File: src/rtl/params_list_pkg.sv
// Shared constants and types for the uplink packing scheduler.
//   - Default dimensions of a slot burst (PRBs, REs, symbols, slots, gap).
//   - Fixed index widths shared with package_data.
//   - Scheduler state encoding.
package params_list_pkg;

    localparam int NUM_PRB_DEF  = 132;
    localparam int NUM_RE_DEF   = 12;
    localparam int NUM_SYM_DEF  = 14;
    localparam int NUM_SLOT_DEF = 20;
    localparam int SYM_GAP_DEF  = 4;

    localparam int PRB_W  = 9;
    localparam int SYM_W  = 4;
    localparam int ADDR_W = 11;

    typedef enum logic [1:0] {
        ST_IDLE = 2'd0,
        ST_RUN  = 2'd1,
        ST_GAP  = 2'd2
    } sched_state_e;

endpackage

File: src/rtl/pusch_pkg_sched.sv
// pusch_pkg_sched: walks symbols, PRBs and REs of one slot per slot strobe
// and emits the per-RE beat stream (with framing and IQ RAM address) that
// package_data packs.
//
// Ports:
//   i_clk, i_reset_n   clock, asynchronous active-low reset
//   i_enable           arms the scheduler (only looked at in IDLE)
//   i_hfp              one-cycle slot-start strobe
//   i_ready            downstream accepts the current beat
//   o_vld/o_sop/o_eop  beat valid, first RE / last RE of a PRB
//   o_re_idx, o_prb_idx, o_sym_idx, o_slot_idx   beat indices
//   o_rd_addr          IQ RAM address (prb*NUM_RE + re)
//   o_busy             scheduler is not idle
//   o_done             pulse after the last beat of a slot is accepted
//   o_overrun          pulse when a slot strobe aborts an unfinished slot
//   o_state            current FSM state (debug)
//
// Handshake: a beat transfers on a cycle where o_vld && i_ready. While o_vld
// is high and i_ready is low every beat output holds; o_vld only falls after
// the final beat of a symbol has been accepted (or on abort/reset).
module pusch_pkg_sched
    import params_list_pkg::*;
#(
    parameter int NUM_PRB  = NUM_PRB_DEF,
    parameter int NUM_RE   = NUM_RE_DEF,
    parameter int NUM_SYM  = NUM_SYM_DEF,
    parameter int NUM_SLOT = NUM_SLOT_DEF,
    parameter int SYM_GAP  = SYM_GAP_DEF
) (
    input  logic                        i_clk,
    input  logic                        i_reset_n,
    input  logic                        i_enable,
    input  logic                        i_hfp,
    input  logic                        i_ready,
    output logic                        o_vld,
    output logic                        o_sop,
    output logic                        o_eop,
    output logic [$clog2(NUM_RE)-1:0]   o_re_idx,
    output logic [PRB_W-1:0]            o_prb_idx,
    output logic [SYM_W-1:0]            o_sym_idx,
    output logic [$clog2(NUM_SLOT)-1:0] o_slot_idx,
    output logic [ADDR_W-1:0]           o_rd_addr,
    output logic                        o_busy,
    output logic                        o_done,
    output logic                        o_overrun,
    output logic [1:0]                  o_state
);

    localparam int RE_W   = $clog2(NUM_RE);
    localparam int SLOT_W = $clog2(NUM_SLOT);
    localparam int GAP_W  = (SYM_GAP > 1) ? $clog2(SYM_GAP) : 1;

    localparam logic [RE_W-1:0]   RE_LAST   = RE_W'(NUM_RE - 1);
    localparam logic [PRB_W-1:0]  PRB_LAST  = PRB_W'(NUM_PRB - 1);
    localparam logic [SYM_W-1:0]  SYM_LAST  = SYM_W'(NUM_SYM - 1);
    localparam logic [SLOT_W-1:0] SLOT_LAST = SLOT_W'(NUM_SLOT - 1);
    // Unreachable all-ones value when SYM_GAP is 0: GAP is never entered then.
    localparam logic [GAP_W-1:0]  GAP_LAST  = GAP_W'(SYM_GAP - 1);

    sched_state_e        state_q, state_d;
    logic [RE_W-1:0]     re_q, re_d;
    logic [PRB_W-1:0]    prb_q, prb_d;
    logic [SYM_W-1:0]    sym_q, sym_d;
    logic [SLOT_W-1:0]   slot_q, slot_d;
    logic                slot_seen_q, slot_seen_d;
    logic [ADDR_W-1:0]   addr_q, addr_d;
    logic [GAP_W-1:0]    gap_q, gap_d;
    logic                vld_q, vld_d;
    logic                sop_q, sop_d;
    logic                eop_q, eop_d;
    logic                busy_q, busy_d;
    logic                done_q, done_d;
    logic                overrun_q, overrun_d;

    logic                start;
    logic [SLOT_W-1:0]   slot_adv;

    // Slot index for the next started slot. Before the first strobe after
    // reset there is no current slot, so the first one is numbered 0.
    always_comb begin
        slot_adv = '0;
        if (slot_seen_q && (slot_q != SLOT_LAST)) begin
            slot_adv = slot_q + 1'b1;
        end
    end

    always_comb begin
        state_d     = state_q;
        re_d        = re_q;
        prb_d       = prb_q;
        sym_d       = sym_q;
        slot_d      = slot_q;
        slot_seen_d = slot_seen_q;
        addr_d      = addr_q;
        gap_d       = gap_q;
        done_d      = 1'b0;
        overrun_d   = 1'b0;
        start       = 1'b0;

        // A strobe while busy wins over any beat advance this cycle.
        if (i_hfp && (state_q != ST_IDLE)) begin
            overrun_d = 1'b1;
            start     = 1'b1;
        end else begin
            case (state_q)
                ST_IDLE: begin
                    if (i_hfp && i_enable) begin
                        start = 1'b1;
                    end
                end
                ST_RUN: begin
                    if (i_ready) begin
                        if (re_q != RE_LAST) begin
                            re_d   = re_q + 1'b1;
                            addr_d = addr_q + 1'b1;
                        end else if (prb_q != PRB_LAST) begin
                            re_d   = '0;
                            prb_d  = prb_q + 1'b1;
                            addr_d = addr_q + 1'b1;
                        end else begin
                            // End of symbol: address restarts with the symbol.
                            re_d   = '0;
                            prb_d  = '0;
                            addr_d = '0;
                            if (sym_q == SYM_LAST) begin
                                sym_d   = '0;
                                state_d = ST_IDLE;
                                done_d  = 1'b1;
                            end else begin
                                sym_d = sym_q + 1'b1;
                                gap_d = '0;
                                if (SYM_GAP > 0) begin
                                    state_d = ST_GAP;
                                end
                            end
                        end
                    end
                end
                ST_GAP: begin
                    // Gap length is fixed; i_ready plays no part here.
                    if (gap_q == GAP_LAST) begin
                        state_d = ST_RUN;
                    end else begin
                        gap_d = gap_q + 1'b1;
                    end
                end
                default: begin
                    state_d = ST_IDLE;
                end
            endcase
        end

        if (start) begin
            state_d     = ST_RUN;
            re_d        = '0;
            prb_d       = '0;
            sym_d       = '0;
            addr_d      = '0;
            gap_d       = '0;
            slot_d      = slot_adv;
            slot_seen_d = 1'b1;
        end

        // Framing outputs are registered from next-state values so they line
        // up with the indices they describe.
        vld_d  = (state_d == ST_RUN);
        sop_d  = vld_d && (re_d == '0);
        eop_d  = vld_d && (re_d == RE_LAST);
        busy_d = (state_d != ST_IDLE);
    end

    always_ff @(posedge i_clk or negedge i_reset_n) begin
        if (!i_reset_n) begin
            state_q     <= ST_IDLE;
            re_q        <= '0;
            prb_q       <= '0;
            sym_q       <= '0;
            slot_q      <= '0;
            slot_seen_q <= 1'b0;
            addr_q      <= '0;
            gap_q       <= '0;
            vld_q       <= 1'b0;
            sop_q       <= 1'b0;
            eop_q       <= 1'b0;
            busy_q      <= 1'b0;
            done_q      <= 1'b0;
            overrun_q   <= 1'b0;
        end else begin
            state_q     <= state_d;
            re_q        <= re_d;
            prb_q       <= prb_d;
            sym_q       <= sym_d;
            slot_q      <= slot_d;
            slot_seen_q <= slot_seen_d;
            addr_q      <= addr_d;
            gap_q       <= gap_d;
            vld_q       <= vld_d;
            sop_q       <= sop_d;
            eop_q       <= eop_d;
            busy_q      <= busy_d;
            done_q      <= done_d;
            overrun_q   <= overrun_d;
        end
    end

    assign o_vld      = vld_q;
    assign o_sop      = sop_q;
    assign o_eop      = eop_q;
    assign o_re_idx   = re_q;
    assign o_prb_idx  = prb_q;
    assign o_sym_idx  = sym_q;
    assign o_slot_idx = slot_q;
    assign o_rd_addr  = addr_q;
    assign o_busy     = busy_q;
    assign o_done     = done_q;
    assign o_overrun  = overrun_q;
    assign o_state    = state_q;

endmodule

File: config.mk
export PLATFORM = sky130hd
export DESIGN_NAME = pusch_pkg_sched
export DESIGN_NICKNAME = d
export VERILOG_FILES = /design/src/rtl/params_list_pkg.sv /design/src/rtl/pusch_pkg_sched.sv
export SDC_FILE = /design/constraint.sdc
export NUM_CORES = 1
export LEC_CHECK = 0
export ABC_AREA = 0
export CORE_MARGIN = 10
export CORE_UTILIZATION = 50
export DETAILED_ROUTE_END_ITERATION = 6
export DONT_BUFFER_PORTS = 1
export GPL_ROUTABILITY_DRIVEN = 0
export GPL_TIMING_DRIVEN = 0
export PLACE_DENSITY_LB_ADDON = 0.08
export SLEW_MARGIN = 25
export SYNTH_ARGS = -nofsm -noshare
export SYNTH_HDL_FRONTEND = slang
export SYNTH_SLANG_ARGS = --single-unit
File: constraint.sdc
create_clock -name i_clk -period 4.3 [get_ports i_clk]
set_input_delay 0.43 -clock i_clk [delete_from_list [all_inputs] [get_ports i_clk]]
set_output_delay 0.43 -clock i_clk [all_outputs]
set_load 0.01 [all_outputs]
* Word-level counts from Yosys, hierarchy flattened *
Cells that the tools add are included.

storage, ports and cells
  bits in registers = 44
  latch bits = 0
  bits in writable memories = 0
  bits in read-only memories = 0
  input port bits = 5
  output and inout bits = 41
  word-level logic and storage cells = 104
  memories = 0

cells by class
  add/sub/neg operators = 6
  $mul = 0
  divide/modulo/power cells = 0
  $lt $le $gt $ge = 0
  eq/ne operators = 17
  shift operators = 0
  muxes and demuxes = 51
  bitwise operators = 0
  reduce and logical (&&, ||, !) cells = 16

operators by type and width
  cell                     count
  $mux W11                 6
  $mux W9                  6
  $mux W4                  12
  $mux W2                  14
  $ne A3 B3 Y1 const B     5
  $add A11 B1 Y11 const B  1
  $mux W1                  10
  $add A9 B1 Y9 const B    1
  $ne A9 B8 Y1 const B     1
  $add A4 B1 Y4 const B    2
  $eq A4 B4 Y1 const B     2
  $reduce_bool A2 Y1       4
  $reduce_and A7 Y1        1
  $ne A2 B2 Y1 const B     3
  $pmux W2 S3              1
  $add A5 B1 Y5 const B    1
  $logic_and A1 B1 Y1      5
  $mux W5                  1
  $ne A5 B5 Y1 const B     1
  $reduce_and A5 Y1        1
  $eq A2 B1 Y1 const B     2
  $eq A2 B2 Y1 const B     2
  $logic_not A4 Y1         1
  $ne A4 B4 Y1 const B     1
  6 further kinds          6

* Depth between registers and ports, before layout *
Gate-level depths: netlist of run 1.

  depth in word-level cells = 10
  mapped depth = 6
  mapped depth without buffers = 6

* Worst setup path after synthesis of run 1 *
Ideal clock, no wire load.

  kind = register to register
  start point = reg re_q[0] (netlist: o_re_idx[0])
  end point = reg eop_q (netlist: o_eop)
  setup time = 0.068 ns
  arrival = 1.757 ns
  data required time = 4.232 ns
  path slack = 2.475 ns
  cell stages (with the launch flop) = 6
  path through = dfrtp_1 ha_1 and3b_1 or3_1 a221oi_1 and4b_1

between the ends
  longest elaborated chain between the ends = 8
  elaborated cells on any way between the ends = 15

ends and longest elaborated chain
  item                                                  line                                            source
  start: declaration                                    pusch_pkg_sched.sv:61                           logic [RE_W-1:0] re_q, re_d;
  start signal: assignment                              pusch_pkg_sched.sv:190                          re_q <= re_d;
  $add A4 B1 Y4 / $ne A4 B4 Y1 (equally long branches)  pusch_pkg_sched.sv:114, pusch_pkg_sched.sv:113
  $mux W4 / $mux W2 (equally long branches)             pusch_pkg_sched.sv:113                          if (re_q != RE_LAST) begin
  $mux W4 / $mux W2 (equally long branches)             pusch_pkg_sched.sv:112                          if (i_ready) begin
  $mux W4 / $pmux W2 S3 (equally long branches)         pusch_pkg_sched.sv:105                          case (state_q)
  $mux W4 / $mux W2 (equally long branches)             pusch_pkg_sched.sv:101                          if (i_hfp && (state_q != ST_IDLE)) begin
  $mux W4 / $mux W2 (equally long branches)             pusch_pkg_sched.sv:153                          if (start) begin
  $eq A4 B4 Y1 / $eq A2 B1 Y1 (equally long branches)   pusch_pkg_sched.sv:168, pusch_pkg_sched.sv:166
  $logic_and A1 B1 Y1 *                                 pusch_pkg_sched.sv:168                          eop_d = vld_d && (re_d == RE_LAST);
  via eop_d                                             pusch_pkg_sched.sv:70                           logic eop_q, eop_d;
  end signal: assignment                                pusch_pkg_sched.sv:199                          eop_q <= eop_d;
  end: declaration                                      pusch_pkg_sched.sv:70

The timed path passes the listed nets; every way through them passes the cells marked *.
A chain may end at the register's enable or synchronous reset.

* Worst setup path after layout of run 1 *
  start point = reg prb_q[3] (netlist: o_prb_idx[3])
  end point = reg addr_q[5] (netlist: o_rd_addr[5])

between the ends
  longest elaborated chain between the ends = 7

ends and longest elaborated chain
  item                      line                    source
  start: declaration        pusch_pkg_sched.sv:62   logic [PRB_W-1:0] prb_q, prb_d;
  start signal: assignment  pusch_pkg_sched.sv:191  prb_q <= prb_d;
  $ne A9 B8 Y1              pusch_pkg_sched.sv:116  end else if (prb_q != PRB_LAST) begin
  $mux W11                  pusch_pkg_sched.sv:116
  $mux W11                  pusch_pkg_sched.sv:113
  $mux W11                  pusch_pkg_sched.sv:112
  $mux W11                  pusch_pkg_sched.sv:105
  $mux W11                  pusch_pkg_sched.sv:101
  $mux W11                  pusch_pkg_sched.sv:153
  end signal: assignment    pusch_pkg_sched.sv:195  addr_q <= addr_d;
  end: declaration          pusch_pkg_sched.sv:66   logic [ADDR_W-1:0] addr_q, addr_d;

Every way passes these cells. The select of a mux whose other input is x is not followed.

==> results of run 1 <==
-- layout by cell type (no fill, tap or decap), types with 3 or more instances in the layout --
cell type,n
o31ai_1,7
inv_1,16
o22ai_1,3
nor3_1,4
and3_1,4
clkbuf_1,4
a21oi_1,18
nand3_1,14
ha_1,7
nor4_1,3
dfrtp_1,44
buf_2,4
nor2_1,12
nand2b_1,8
a31oi_1,9
nand2_1,21
nand4_1,8
or4_1,4
or3_1,5
clkbuf_8,5
and2_1,3
mux2i_1,3
o21ai_0,16
o211ai_1,3
and4b_1,3
-- synth_stat cells (all sizes together), types with 2 or more instances --
cell / number
dfrtp: 44
nand2: 21
a21oi: 19
inv: 17
o21ai: 16
nand3: 15
nor2: 12
a31oi: 9
nand2b: 8
nand4: 8
o31ai: 8
buf: 7
ha: 7
or3: 5
and3: 4
nor3: 4
nor4: 4
or4: 4
and2: 3
and4b: 3
clkbuf: 3
mux2i: 3
o211ai: 3
o22ai: 3
a21boi: 2
a22o: 2
and4bb: 2
nor4b: 2
o2111ai: 2
o21a: 2
o41ai: 2
-- registers in the layout (all words and copies together), names as in the netlist --
name / count
slot_seen_q: 1
o_sop: 1
gap_q: 2
o_sym_idx: 4
o_busy: 1
o_re_idx: 4
o_eop: 1
o_vld: 1
o_state: 2
o_rd_addr: 11
o_slot_idx: 5
o_prb_idx: 9
o_overrun: 1
o_done: 1
-- critical path, cell delays in order, from the launching register on --
cell and delay, ps:
dfrtp_1 510, nor4_4 500, nand4_1 360, buf_2 310
nand2_1 300, a21oi_1 70
-- cell families (layout without fill, tap and decap cells) --
| kind of cell | after synthesis | count (layout) | share of synthesized area [%] |
|---|---|---|---|
| simple gates | 103 | 103 | 24.98 |
| compound gates | 78 | 78 | 21.42 |
| flops | 44 | 44 | 44.04 |
| buf+inv | 27 | 37 | 4.855 |
| fa+ha+maj | 7 | 7 | 3.503 |
| mux | 3 | 3 | 1.201 |
-- worst paths after layout --
path / startpoint / end / slack, ps / cells past startpoint
setup / recovery: o_prb_idx[3]$_DFFE_PN0P_ / o_rd_addr[5]$_DFFE_PN0P_ / 2110 / 5
hold / removal: i_hfp / o_done$_DFF_PN0_ / 370 / 2
setup reg to reg: o_prb_idx[3]$_DFFE_PN0P_ / o_rd_addr[5]$_DFFE_PN0P_ / 2110 / 5
hold reg to reg: gap_q[0]$_DFFE_PN0P_ / gap_q[0]$_DFFE_PN0P_ / 480 / 1
max in group asynchronous: i_reset_n / o_sym_idx[1]$_DFFE_PN0P_ / 3470 / 2
min in group asynchronous: i_reset_n / o_prb_idx[2]$_DFFE_PN0P_ / 620 / 2
-- what timing repair did --
item	CTS	global route
setup endpoints to repair	0	0
hold buffers	2	0
hold endpoints to repair	44	0
-- power by group --
part	internal (mW)	switching (mW)
registers	0.434	0.0389
logic	0.0370	0.0511
clock network	0.173	0.142
total	0.644	0.232
-- layout make-up --
class | count | share of cell area [%]
plain buffers | 10 | 2.109
clock buffers | 6 | 2.659
clock inverters | 2 | 1.284
inverters | 17 | 2.338
multi-input cells | 191 | 46.81
flip-flops and latches | 44 | 40.35
well taps | 67 | 3.072
repair buffers | 2 | 1.376
-- metal layers --
metal  up-vias  global-route usage, %  share of wire (%)  wire length (um)
met4         0                  4.111                1.1                63
met3         6                  5.653                8.3               497
met1       973                  19.77                 46              2774
li1       1010                      -                  -                 -
met2        58                  21.81                 44              2665
met5         -                      0                  0                 0
==> flow_summary.yaml, run 1 <==
die:
  start_util_pct: 52.24
  ios: 46
  fp.dieW_um: 90.71
  core_area_um2: 4786
  fp.dieH_um: 90.71
  die_area_um2: 8228
  rows: 25
place:
  dpl.cell_count: 329
  pre_cts_ws_ps: 2150
  hpwl_um: 4317
  postPlaceCellArea_um2: 2584
  numPortBuffers: 0
cells_and_area:
  drive_above_1_share_pct: 9.559
  fill_cells: 437
  syn_to_final_growth_pct: 9.159
  fin_area_um2: 2729
  multiInputGateArea_um2: 1277
  final_nets: 283
  final_core_util_pct: 57.02
  fin_cells: 339
  final-seq-area_um2: 1101
  antenna_cells: 0
drt:
  drt_pass1_iterations: 4
  routed_via_density: 6.038
  drc: 0
  vias: 2047
  drt_wl_total_um: 6000
  ant_nets: 0
  first_iter_violations: 107
  wire_per_inst_um: 17.70
logic_synthesis:
  syn_area_um2: 2500
  yosys_warnings: 0
  yosys.cell_types.count: 57
  avgSynthCellArea_um2: 9.542
  synth_enable_flop_cells: 0
  ys_seq_elements: 44
  seq_area_frac_synth_pct: 44.04
  synthesis.nets: 274
  synthesis.instances: 262
  yosysTopAreaCell: "dfrtp_1"
  synth_area_leaders: "dfrtp_1 44%, a21oi_1 3.6%, ha_1 3.5%, o21ai_0 3.2%, nand2_1 3.2%"
  synth_top_area_share_pct: 44.04
  ys.flop_type: "dfrtp_1"
  ys_async_sr_fraction_pct: 100.0
global_route:
  grt_pass1_wl_um: 10290
  overflow: 0
  grt_pass1_vias: 1888
  grt_use_total_pct: 14.87
  antenna_found_initial: 0
  grt_max_degree: 45
cts:
  post_cts_resized: 0
  cts_tree: "yes"
  clock_latency_ps: 300
  post_cts.repair.setup_buffers: 0
  cts_buffer_depth: 2
  cts_sinks: 44
  path_clk_slew_ps: 90
  numCtsBuffers: 5
  root_buffer: "clkbuf_8"
  cts-htree-levels: 2
sta:
  period_share_pct: 50.96
  setup_slack_ps: 2109
  fmax_mhz: 456.4
  rsz0062_at_grt: "false"
  setup-violations-final: 0
  min_period_ps: 2191
  slew_violations: 0
  final_hold_viol_count: 0
  setup_tns_ps: 0
  fin_skew_ps: 11.92
  timing.hold.ws_ps: 369.5
  tightest_slew_ps: 526.6
  slew-limit-headroom_pct: 64.90
setup_path:
  cp.required_ps: 4470
  endpoint_kind: "register"
  critPathMaxFanout: 10
  arrival_ps: 2360
  start_kind: "register"
  crit_type: "reg2reg"
outcome:
  outcome: "complete, no violations"
worst_hold_path:
  hp-class: "in2reg"
power:
  power.total_mw: 0.8760
  leakagePower_nw: 1.057
  vdd_ir_drop_max_mv: 0.1779
  p_per_area_nw_per_um2: 321.0
job:
  maxCapViolations: 0
Note: power is estimated with default switching activity, not from simulation.
==> run 2: changes to the inputs <==
Clock period 4.3 ns to 1.9 ns, I/O delays scaled along.
==> flow_summary.yaml, run 2 (same netlist as run 1, synthesis figures left out) <==
global_route:
  grt_max_degree: 45
  antenna_found_initial: 0
  overflow: 0
  grt_pass1_vias: 1944
  grt_pass1_wl_um: 10470
  grt_use_total_pct: 15.11
drt:
  ant_nets: 0
  drt_wl_total_um: 6202
  routed_via_density: 5.980
  wire_per_inst_um: 17.77
  first_iter_violations: 111
  drc: 0
  vias: 2087
  drt_pass1_iterations: 4
setup_path:
  cp.required_ps: 2120
  arrival_ps: 2060
  reg2reg_from: "o_prb_idx[1]$_DFFE_PN0P_"
  cpPeakStageDelay_ps: 460
  rr_endpoint: "o_sym_idx[2]$_DFFE_PN0P_"
  reg2reg_depth: 7
  critPathMaxFanout: 7
  critPathSlowestCell: "dfrtp_2"
  crit_type: "reg2reg"
  start_kind: "register"
  path_cells: "ha_4 > and4bb_2 > buf_6 > nand4_1 > buf_6 > or3b_4 > a21oi_2"
  endpoint_kind: "register"
  cpMostUsedCell: "buf_6"
  r2r_slack_ps: 60
sta:
  fin_skew_ps: 10.46
  fmax_mhz: 543.4
  final_hold_viol_count: 0
  rsz0062_at_grt: "true"
  min_period_ps: 1840
  setup-violations-final: 0
  slew-limit-headroom_pct: 59.11
  tightest_slew_ps: 613.3
  slew_violations: 0
  period_share_pct: 96.86
  setup_slack_ps: 59.58
worst_hold_path:
  holdPathEnd: "o_done$_DFF_PN0_"
  hp-class: "in2reg"
  hp-start: "i_hfp"
  whs_path_depth: 2
cts:
  clock_latency_ps: 300
  numCtsBuffers: 5
  root_buffer: "clkbuf_8"
  path_clk_slew_ps: 90
  cts-htree-levels: 2
  cts_sinks: 44
  cts_tree: "yes"
  cts_buffer_depth: 2
cells_and_area:
  multiInputGateArea_um2: 1354
  drive_above_1_share_pct: 20.21
  largest_reg_flops: 11
  fin_area_um2: 2907
  antenna_cells: 0
  final_cell_mix: "37 x dfrtp_1, 20 x nand2_1, 17 x a21oi_1"
  layout_commonest_cell: "dfrtp_1"
  syn_to_final_growth_pct: 16.27
  final_nets: 293
  fill_cells: 425
  final-seq-area_um2: 1110
die:
  fp.dieW_um: 90.71
  start_util_pct: 52.24
  rows: 25
  die_area_um2: 8228
  ios: 46
  core_area_um2: 4786
  fp.dieH_um: 90.71
outcome:
  outcome: "complete, no violations"
place:
  hpwl_um: 4317
  numPortBuffers: 0
  pre_cts_ws_ps: -250.2
  postPlaceCellArea_um2: 2584
job:
  maxCapViolations: 0
power:
  p_per_area_nw_per_um2: 689.2
  vdd_ir_drop_max_mv: 0.4063
  leakagePower_nw: 1.107
run 2: repair_timing:
action,4_1_cts,5_1_grt
hold endpoints to repair,44,0
endpoints found under the setup margin,23,22
pin swaps,4,7
hold buffers,2,0
gates cloned,0,0
buffers inserted,7,3
resized for setup,15,17
run 2: power breakdown:
group / internal (mW) / switching [mW]
Clock: 0.391 / 0.333
Sequential: 0.983 / 0.0887
Combinational: 0.0885 / 0.119
run 2: worst max path at each step:
stage / start / endpoint / slack (ps)
2_1_floorplan: o_re_idx[0]$_DFF_PN0_ / o_eop$_DFF_PN0_ / 80
3_3_place_gp: o_re_idx[0]$_DFF_PN0_ / o_rd_addr[7]$_DFFE_PN0P_ / -260
3_5_place_dp: o_prb_idx[3]$_DFFE_PN0P_ / o_rd_addr[7]$_DFFE_PN0P_ / -250
4_1_cts: o_state[1]$_DFF_PN0_ / o_rd_addr[6]$_DFFE_PN0P_ / -3
5_1_grt: o_state[1]$_DFF_PN0_ / o_rd_addr[6]$_DFFE_PN0P_ / -60
6_report: o_prb_idx[1]$_DFFE_PN0P_ / o_sym_idx[2]$_DFFE_PN0P_ / 60
run 2: per-stage QoR:
step	std cells	hold WS (ps)	total power, mW	TNS, ps	utilization (%)
after floorplan	262	-105.6	1.216	0	-
after global placement	329	-104.1	1.264	-2989	53.99
after detailed placement	329	-103.9	1.264	-3095	53.99
after CTS	346	108.4	2.007	-2.846	59.09
after global routing	349	114.5	2.095	-203.2	60.73
final	349	114.4	2.003	0	60.73
run 2: final cells by class:
class	instances	share of cell area [%]
Multi-Input combinational cell	191	46.58
Sequential cell	44	38.18
Timing Repair Buffer	12	4.133
Tap cell	67	2.884
Clock buffer	6	2.497
Buffer	10	2.325
Inverter	17	2.195
Clock inverter	2	1.205
run 2: worst max-delay path: cells and delay by family, from the launching register on:
family	cells	cell delay, ps
compound gates	1	110
fa+ha+maj	1	170
buf+inv	2	270
flops	1	460
simple gates	3	760
run 2: metal layers:
layer	GRT usage, %	routed length [um]	part of all wire [%]	vias to the layer above
met1	20.02	2836	46	996
met3	5.653	504	8.1	4
met4	4.244	37	0.60	0
li1	-	-	-	1032
met5	0	0	0	-
met2	22.30	2823	46	55
==> run 3: changes to the inputs <==
Clock period 1.9 ns to 2.2 ns, I/O delays scaled along.
==> flow_summary.yaml, run 3 (same netlist as run 1, synthesis figures left out) <==
cts:
  numCtsBuffers: 5
  cts_buffer_depth: 2
  root_buffer: "clkbuf_8"
  path_clk_slew_ps: 90
  clock_latency_ps: 300
  cts_sinks: 44
  cts-htree-levels: 2
  cts_tree: "yes"
cells_and_area:
  fin_area_um2: 2769
  fill_cells: 429
  largest_reg_flops: 11
  layout_commonest_cell: "dfrtp_1"
  syn_to_final_growth_pct: 10.76
  fin_cells: 343
  final_cell_mix: "41 x dfrtp_1, 20 x nand2_1, 18 x a21oi_1"
  drive_above_1_share_pct: 13.04
  antenna_cells: 0
  final_nets: 287
die:
  die_area_um2: 8228
  fp.dieW_um: 90.71
  fp.dieH_um: 90.71
  ios: 46
  rows: 25
  core_area_um2: 4786
  start_util_pct: 52.24
setup_path:
  crit_buf_inv: 1
  endpoint_kind: "register"
  critPathMaxFanout: 7
  cpPeakStageDelay_ps: 510
  path_cells: "ha_1 > and4bb_2 > nand3_4 > a2111oi_4 > inv_2 > and4b_1"
  arrival_ps: 2220
  start_kind: "register"
  crit_family: "simple AND/OR/NAND/NOR gates"
  r2r_slack_ps: 180
  crit_type: "reg2reg"
  cp.required_ps: 2390
  critPathSlowestCell: "a2111oi_4"
sta:
  period_share_pct: 91.90
  fin_skew_ps: 12.54
  timing.hold.ws_ps: 157.8
  min_period_ps: 2022
  rsz0062_at_grt: "false"
  setup_slack_ps: 178.1
  slew_violations: 0
  setup-violations-final: 0
  final_hold_viol_count: 0
  setup_tns_ps: 0
  fmax_mhz: 494.6
  tightest_slew_ps: 507.5
  slew-limit-headroom_pct: 66.17
global_route:
  grt_use_total_pct: 14.87
  grt_pass1_wl_um: 10290
  grt_max_degree: 45
  grt_pass1_vias: 1888
  overflow: 0
  antenna_found_initial: 0
drt:
  drc: 0
  wire_per_inst_um: 17.63
  ant_nets: 0
  first_iter_violations: 104
  drt_wl_total_um: 6047
  routed_via_density: 6.012
  vias: 2062
  drt_pass1_iterations: 4
power:
  leakagePower_nw: 1.067
  p_per_area_nw_per_um2: 619.4
  vdd_ir_drop_max_mv: 0.3473
place:
  numPortBuffers: 0
  postPlaceCellArea_um2: 2584
  dpl.cell_count: 329
  pre_cts_ws_ps: 49.81
  hpwl_um: 4317
outcome:
  outcome: "complete, no violations"
worst_hold_path:
  hp-class: "in2reg"
job:
  maxCapViolations: 0
[run 3: changes by cell type in the layout (fill, tap and decap cells not counted), moves of 2 or more]
cell	delta
dfrtp_1	+4
nor4_1	+2
dfrtp_2	-4
buf_6	-2
clkbuf_2	-2
buf_2	+3
buf_4	-7
ha_4	-2
clkbuf_1	+2
nor4_2	-2
[run 3: final cells by class]
type                            count  area (um^2)  area share (%)
Sequential cell                    44         1105           39.90
Tap cell                           67        83.83           3.028
Clock inverter                      2        35.03           1.265
Clock buffer                        6        72.57           2.621
Buffer                             10        57.56           2.079
Multi-Input combinational cell    191         1284           46.36
Inverter                           17        63.81           2.305
Timing Repair Buffer                6        67.56           2.440
[run 3: worst paths after layout]
| path | start | end | cells after the start |
|---|---|---|---|
| worst min register to register | gap_q[0]$_DFFE_PN0P_ | gap_q[0]$_DFFE_PN0P_ | 1 |
| worst max register to register | o_prb_idx[0]$_DFFE_PN0P_ | o_eop$_DFF_PN0_ | 6 |
| worst min-delay path | i_hfp | o_done$_DFF_PN0_ | 2 |
| worst max-delay path | o_prb_idx[0]$_DFFE_PN0P_ | o_eop$_DFF_PN0_ | 6 |
| max in group asynchronous | i_reset_n | o_re_idx[0]$_DFF_PN0_ | 2 |
| min in group asynchronous | i_reset_n | o_prb_idx[2]$_DFFE_PN0P_ | 2 |
[run 3: layer usage]
metal,global-route usage [%],wire (um)
met3,5.653,509
met4,4.111,63
met5,0,0
met2,21.81,2668
met1,19.77,2806
[run 3: repair_timing]
item,in CTS,in global routing
hold endpoints to repair,44,0
endpoints found under the setup margin,0,12
resized for setup,0,7
hold buffers,2,0
setup buffers,0,4
[run 3: per-stage QoR]
stage	utilization [%]	total power [mW]
floorplan	-	1.050
global placement	53.99	1.092
detailed placement	53.99	1.091
CTS	57.02	1.729
global route	57.86	1.803
finish	57.86	1.715
[run 3: where the power goes]
part	switching, mW	internal [mW]
Clock	0.280	0.337
Combinational	0.100	0.0727
Sequential	0.0750	0.849
==> patch: new RTL, settings of run 2 <==
Set the package constant `NUM_RE_DEF` to 13 (it was 12).
--- a/src/rtl/params_list_pkg.sv
+++ b/src/rtl/params_list_pkg.sv
@@ -6,5 +6,5 @@
 
     localparam int NUM_PRB_DEF  = 132;
-    localparam int NUM_RE_DEF   = 12;
+    localparam int NUM_RE_DEF   = 13;
     localparam int NUM_SYM_DEF  = 14;
     localparam int NUM_SLOT_DEF = 20;
Check against the original RTL: same outputs for any inputs over 10 cycles, from zero or initial values and one cycle with i_reset_n low; that may be too few to reach the edited logic, so the function may still have changed.
==> patch against run 2 <==
The flow now finishes with violations (setup timing). Via count decreased by 6.7%. Area after synthesis shrank 6.6%. Clock skew down 0.0046 ns. Routed wire length is 5.8% lower. Worst hold slack got worse by 0.011 ns. Power decreased by 0.92%. Design area shrank 0.47%. Sequential cell count did not move. Setup slack worse by 0.39 ns. Critical path type unchanged. Largest cell class unchanged.
==> patch: results (changes against run 2) <==
stage	metric	value	unit	change
global_routing	met1_usage	0.195		-0.00548
routing	vias_per_cell	6.07		+1.4%
timing	fin_tns_setup	-6.53	ns	-6.53 ns
global_routing	grt_pass1_vias	1941		-0.15%
critical_path	worst_path_largest_cell_delay	0.58	ns	+0.12 ns
power_and_ir_drop	seqPwrFrac	0.559		+0.024
timing	clock_skew	0.00586	ns	-0.00460 ns
critical_path	cpMaxStageDelayCell	or4_4		
critical_path	crit_arrival	2.45	ns	+0.39 ns
timing	setup_violations	27		+27
global_routing	grt_pass1_wl	9.71	mm	-7.3%
hold_path	holdPathStages	2		unchanged
power_and_ir_drop	p_int	1.41	mW	-3.7%
place	placed_cell_area	2420	µm²	-6.2%
synth	synth_fa_ha_area_frac	0.0429		+0.00784
clock_network	clkLatencyLatePin	0.30	ns	about the same
cells_and_area	fillers	362		-15%
global_routing	use_met3	0.0708		+0.0142
cells_and_area	nets	281		-4.1%
synth	ys_types	48		-16%
timing	worst_slack	-0.331	ns	-0.391 ns
global_routing	antenna_found_initial	0		unchanged
routing	ant_nets	0		unchanged
synth	synthTopCellsByArea	dfrtp_1 (47%), nand2_1 (4.5%), ha_1 (4.3%)		
cells_and_area	largest_reg_flops	11		unchanged
synth	synth_common_cells	dfrtp_1 (44), nand2_1 (28), nor2_1 (23)		
critical_path	path_max_fanout	7		unchanged
timing	slew_headroom	0.647		+0.0554
routing	wl_met3	538	µm	+6.7%
clock_network	cts.clk_slew.worst_paths	0.08	ns	
routing	routed_wl	5.84	mm	-5.8%
status	violations	setup timing		
synth	syn_nets	264		-3.6%
hold_path	hold_path_end	o_overrun$_DFF_PN0_		
clock_network	htreeDepth	2		unchanged
synth	synth_seq_area_share	0.472		+0.0312
routing	drt-initial-drc-count	117		+5.4%
synth	synth_xor_area_frac	0.0413		+0.0413
global_routing	grt_usage	0.157		+0.00555
power_and_ir_drop	power_density	686	nW/µm²	-0.44%
critical_path	critPathLaunch	o_prb_idx[0]$_DFFE_PN0P_		
power_and_ir_drop	p_clk	0.603	mW	-17%
critical_path	end_kind	flip-flop		
global_routing	grtUsageMet2	0.240		+0.0168
cells_and_area	drive_gt1_frac	0.271		+0.0692
power_and_ir_drop	vdd_drop_max	0.518	mV	+28%
status	status	finished, violations left		
power_and_ir_drop	p_leak	1.16	nW	+5.2%
synth	async_reset_ff_frac	1.00		unchanged
place	hpwl	3.95	mm	-8.5%
synth	muxShareOfSynthArea	0.00429		-0.00772
clock_network	root_buffer	clkbuf_8		
critical_path	r2r_cells	5		-2
routing	met2_length	2.67	mm	-5.6%
routing	wirelength_met1	2.59	mm	-8.9%
synth	synth_compound_area_frac	0.153		-0.0615
==> patch: what timing repair did <==
action                     in CTS  in global routing
resized for setup              38                 40
buffers inserted                6                  3
pin swaps                       8                 25
cloned                          1                  0
setup endpoints to repair      34                 32
hold endpoints to repair       44                  0
hold buffers                    2                  0
==> patch: layout make-up <==
class | instances | area share
Multi-Input combinational cell | 187 | 0.480
Sequential cell | 44 | 0.383
Timing Repair Buffer | 12 | 0.0480
Clock buffer | 8 | 0.0311
Buffer | 9 | 0.0242
Tap cell | 52 | 0.0225
Inverter | 9 | 0.0117
==> patch: through the flow <==
stage          setup slack [ns]  hold WS, ns  power, mW  instances
6_report                 -0.331        0.103       1.98        321
3_5_place_dp             -0.521       -0.104       1.33        303
4_1_cts                  -0.388       0.0877       1.99        320
3_3_place_gp             -0.552       -0.104       1.33        303
2_1_floorplan            -0.294       -0.106       1.27        251
5_1_grt                  -0.395        0.130       2.10        321
